===== config.mk =====
export PLATFORM = sky130hd
export DESIGN_NAME = sipo_deserializer
export DESIGN_NICKNAME = d
export VERILOG_FILES = /design/src/rtl/sipo_deserializer.sv
export SDC_FILE = /design/constraint.sdc
export NUM_CORES = 1
export LEC_CHECK = 0
export BUFFER_PORTS_ARGS = -buffer_cell sky130_fd_sc_hd__buf_4
export CAP_MARGIN = 20
export CORE_ASPECT_RATIO = 1.2
export CORE_MARGIN = 2
export CORE_UTILIZATION = 45
export DETAILED_ROUTE_END_ITERATION = 16
export PLACE_DENSITY = 0.69
export SLEW_MARGIN = 20
export SYNTH_ARGS = -nofsm -noshare
export SYNTH_HDL_FRONTEND = slang
export SYNTH_SLANG_ARGS = --single-unit

===== constraint.sdc =====
create_clock -name clk -period 4.95 [get_ports clk]
set_clock_uncertainty 0.15 [all_clocks]
set_input_delay 0.495 -clock clk [delete_from_list [all_inputs] [get_ports clk]]
set_output_delay 0.495 -clock clk [all_outputs]
set_load 0.05 [all_outputs]

===== src/rtl/sipo_deserializer.sv =====
// -----------------------------------------------------------------------------
// sipo_deserializer
//   Serial-in / parallel-out deserializer with a valid/ready output register.
//   Bits arrive LSB first on sin, qualified by sin_en. Each completed frame is
//   loaded into data_out, unless an unconsumed word is still pending there.
//   In that case the new word is dropped and the sticky overrun flag is set.
//
//   Build option:
//     DESER_PARITY_EN  - when defined, a frame has 9 bits. The 9th bit is even
//                        parity over the 8 data bits. The parity_err port
//                        reports a mismatch for the word on data_out.
//                        When undefined, a frame has 8 bits and parity_err
//                        does not exist.
//
//   Ports:
//     clk        - single clock, rising edge
//     rst        - asynchronous reset, active low
//     sin        - serial data bit (word LSB first)
//     sin_en     - qualifies sin for this cycle
//     sync       - frame-align pulse; restarts bit collection
//     data_out   - received word, held while out_valid=1
//     out_valid  - data_out holds an unconsumed word
//     out_ready  - consumer accepts data_out when out_valid=1
//     overrun    - sticky: a completed word was dropped
//     clr_ovr    - synchronous clear of overrun (a new overrun event wins)
//     parity_err - parity mismatch on data_out (DESER_PARITY_EN only)
// -----------------------------------------------------------------------------
module sipo_deserializer (
  input  logic       clk,
  input  logic       rst,
  input  logic       sin,
  input  logic       sin_en,
  input  logic       sync,
  output logic [7:0] data_out,
  output logic       out_valid,
  input  logic       out_ready,
  output logic       overrun,
  input  logic       clr_ovr
`ifdef DESER_PARITY_EN
  ,
  output logic       parity_err
`endif
);

  typedef enum logic {
    COLLECT  = 1'b0,
    COMPLETE = 1'b1
  } state_e;

  // Index of the last bit of a frame, counted from 0.
`ifdef DESER_PARITY_EN
  localparam logic [3:0] LAST_BIT = 4'd8;
`else
  localparam logic [3:0] LAST_BIT = 4'd7;
`endif

  logic [7:0] shift_q, shift_d;
  logic [3:0] cnt_q,   cnt_d;
  logic [7:0] data_q,  data_d;
  logic       valid_q, valid_d;
  logic       ovr_q,   ovr_d;
`ifdef DESER_PARITY_EN
  logic       perr_q,  perr_d;
  logic       word_perr;
`endif

  state_e     state;
  logic [3:0] cnt_base;
  logic [7:0] word;
  logic       ovr_set;

  // ---------------------------------------------------------------------------
  // State register
  // ---------------------------------------------------------------------------
  always_ff @(posedge clk or negedge rst) begin
    if (!rst) begin
      shift_q <= '0;
      cnt_q   <= '0;
      data_q  <= '0;
      valid_q <= 1'b0;
      ovr_q   <= 1'b0;
`ifdef DESER_PARITY_EN
      perr_q  <= 1'b0;
`endif
    end else begin
      shift_q <= shift_d;
      cnt_q   <= cnt_d;
      data_q  <= data_d;
      valid_q <= valid_d;
      ovr_q   <= ovr_d;
`ifdef DESER_PARITY_EN
      perr_q  <= perr_d;
`endif
    end
  end

  // ---------------------------------------------------------------------------
  // Next-state logic: bit collection
  // ---------------------------------------------------------------------------
  // COMPLETE is a decode of the current cycle. It is not a registered state:
  // the word must load on the same edge that samples its last bit. sync
  // restarts the count from 0 for this cycle. A bit qualified together with
  // sync therefore becomes bit 0 of the new frame.
  always_comb begin
    cnt_base = sync ? 4'd0 : cnt_q;
    cnt_d    = cnt_base;
    shift_d  = shift_q;
    state    = COLLECT;
    word     = {sin, shift_q[7:1]};
`ifdef DESER_PARITY_EN
    word_perr = 1'b0;
`endif

    if (sin_en) begin
      if (cnt_base == LAST_BIT) begin
        state = COMPLETE;
        cnt_d = 4'd0;
      end else begin
        cnt_d = cnt_base + 4'd1;
      end

`ifdef DESER_PARITY_EN
      // The parity bit is not shifted in. The data bits already fill the
      // register, and the parity bit is checked against them directly.
      if (cnt_base == LAST_BIT) begin
        word      = shift_q;
        word_perr = ^{shift_q, sin};
      end else begin
        shift_d = {sin, shift_q[7:1]};
      end
`else
      shift_d = {sin, shift_q[7:1]};
`endif
    end
  end

  // ---------------------------------------------------------------------------
  // Output logic: output register, handshake, overrun
  // ---------------------------------------------------------------------------
  always_comb begin
    data_d  = data_q;
    valid_d = valid_q;
    ovr_set = 1'b0;
`ifdef DESER_PARITY_EN
    perr_d  = perr_q;
`endif

    if (state == COMPLETE) begin
      // The slot is free if it is empty, or if its word is consumed this cycle.
      if (!valid_q || out_ready) begin
        data_d  = word;
        valid_d = 1'b1;
`ifdef DESER_PARITY_EN
        perr_d  = word_perr;
`endif
      end else begin
        ovr_set = 1'b1;
      end
    end else if (valid_q && out_ready) begin
      valid_d = 1'b0;
    end

    ovr_d = ovr_set | (ovr_q & ~clr_ovr);
  end

  assign data_out   = data_q;
  assign out_valid  = valid_q;
  assign overrun    = ovr_q;
`ifdef DESER_PARITY_EN
  assign parity_err = perr_q;
`endif

endmodule


==> results.yml <==
placed_design:
  finalWeightedCongestion: 0.736
  dp_hpwl_um: 905
  dp.cells: 89
  io_buffers: 16
clock_tree:
  cts_tree: "yes"
  cts-root-buf: "clkbuf_4"
  cts_setup_buffers: 0
  h-tree-depth: 1
  cts.sinks: 21
  cts_buffers: 3
  clockBufferDepth: 2
  insertion_delay_ns: 0.29
  clkTransAtPathRegs_ns: 0.11
timing:
  max_slew_margin: 0.656
  rsz0062_at_grt: "no"
  setup_viol: 0
  max_freq_mhz: 497
  slew_violations: 0
  min_period_ns: 2.01
  min_period_over_period: 0.406
  tns_ns: 0
  worstMarginPinSlew_ns: 0.515
  hold-worst-slack_ns: 0.214
  report.final.hold_viol_count: 0
yosys:
  synth_area_leaders: "dfrtp_1 (60%), mux2_4 (14%), mux2_2 (10%), nand2b_4 (1.6%), and4bb_1 (1.4%)"
  synth_top_area_share: 0.597
  seq_area_frac_synth: 0.597
  async_flop_share: 1.00
  synth.largest_area_cell: "dfrtp_1"
  yosysUniqueCellTypes: 20
  synth-edff-count: 0
  syn_nets: 64
  netlist_top_cells_count: "dfrtp_1 (21), mux2_2 (8), mux2_4 (8)"
  syn_area_um2: 881
  ys_warn_count: 0
  synth_flop_cell: "dfrtp_1"
  synth.ff_latch_count: 21
  syn_avg_cell_area_um2: 15.7
  yosysMostFrequentCell: "dfrtp_1"
  syn_inst: 56
final_layout:
  fin_nets: 84
  final-instance-count-excl-fill: 94
  fill_cells: 160
  n_antenna_cell: 0
  drive_above_1_share: 0.507
  area_growth_syn_to_layout_pct: 18.5
  final_core_util: 0.564
floorplanning:
  die_y_um: 52.5
  rows: 17
  pin_count: 17
  start_util: 0.476
  dieArea_mm2: 0.00233
  core_mm2: 0.00185
  die_w_um: 44.4
setup_path:
  critPathRequiredTime_ns: 4.99
  critPathLaunchType: "input pin"
  end_kind: "flop"
  regToRegSetupSlack_ns: 2.95
  worst_ep_arrival_time_ns: 2.06
  crit_fanout: 8
  crit_type: "input pin to flop"
global_route:
  first_global_vias: 464
  grt_first_pass_wirelength_mm: 2.01
  grt_usage: 0.124
  antenna_found_initial: 0
  overflow: 0
  grt_start_max_net_pins: 22
route:
  wl_per_cell_um: 13.0
  vias: 480
  firstDrtPassIters: 2
  vias_per_cell: 5.11
  drc: 0
  drt_wl_total_mm: 1.22
  drtIter0Drc: 4
  ant_nets: 0
power_and_ir_drop:
  power.density_mw_per_mm2: 300
  power_leakage_nw: 0.517
  vdd_drop_max_mv: 0.192
min_path:
  hp-class: "input pin to flop"
run_status:
  outcome: "completed"
job:
  maxCapViolCount: 0
==> state kept, by name, indices dropped and copies added (netlist names) <==
name and flops:
data_out 8, overrun 1, cnt_q 4, out_valid 1, shift_q 7
==> path summary, 6_finish.rpt <==
| kind | from | end | cells past startpoint |
|---|---|---|---|
| max reg2reg | cnt_q[0] | data_out[5] | 5 |
| min | sync | cnt_q[3] | 2 |
| min in group asynchronous | rst | cnt_q[1] | 2 |
| max in group asynchronous | rst | data_out[0] | 2 |
| min reg2reg | shift_q[1] | data_out[0] | 1 |
| max | sync | data_out[5] | 6 |
==> cell type report <==
cell class              count  area [um^2]  area share
flip-flops and latches     21          526       0.504
well taps                  19         23.8      0.0228
inverters                   1         3.75     0.00360
clock buffers               3         22.5      0.0216
multi-input cells          32          333       0.319
repair buffers             17          130       0.125
clock inverters             1         5.00     0.00480
==> what timing repair did <==
action	CTS	global route
resized for setup	0	0
hold buffers	1	0
endpoints found under the hold margin	21	0
==> logic make-up (layout without fill, tap and decap cells) <==
logic type,Yosys count,in the layout,synth area share
mux,16,16,0.239
simple gates,11,11,0.0923
compound gates,2,2,0.0128
buf+inv,3,22,0.0256
flops,21,21,0.597
xor+xnor,2,2,0.0199
fa+ha+maj,1,1,0.0142
==> per-layer routing <==
metal  track usage  up-vias  share of wire
met5             0        -              0
met3        0.0310        2          0.044
met1         0.158      233           0.48
li1              -      232              -
met2         0.189       13           0.47
met4        0.0758        0         0.0082
==> per-stage QoR <==
step / cell area, um^2 / power (mW) / setup WS, ns
after global placement: 1010 / 0.236 / 2.64
final: 1040 / 0.313 / 2.94
after global routing: 1040 / 0.330 / 2.83
after detailed placement: 1010 / 0.238 / 2.60
after floorplan: 881 / 0.224 / 3.03
after CTS: 1040 / 0.317 / 2.92
==> critical path: stages <==
cell      delay [ns]
buf_4           0.12
and2b_1         0.22
ha_1            0.17
nand2_1         0.09
and4bb_1        0.62
mux2_4          0.34
==> layout by cell type, fill, tap and decap left out <==
cell	synthesis	routed
a21oi_1	1	1
and2b_1	1	1
and4bb_1	1	1
buf_4	1	16
clkbuf_4	0	3
clkinv_2	0	1
dfrtp_1	21	21
dlygate4sd3_1	0	1
ha_1	1	1
inv_1	1	1
mux2_2	8	8
mux2_4	8	8
nand2_1	3	3
nand2b_4	1	1
nand4_1	1	1
nor2b_1	1	1
nor2b_2	1	1
o22ai_1	1	1
or3_1	1	1
or3b_1	1	1
xnor2_1	1	1
xor2_1	1	1
==> report_power, final <==
group          internal, mW  switching (mW)
clock network        0.0301          0.0499
registers             0.189          0.0105
logic                0.0204          0.0136
total                 0.239          0.0740
Note: power is estimated with default switching activity, not from simulation.
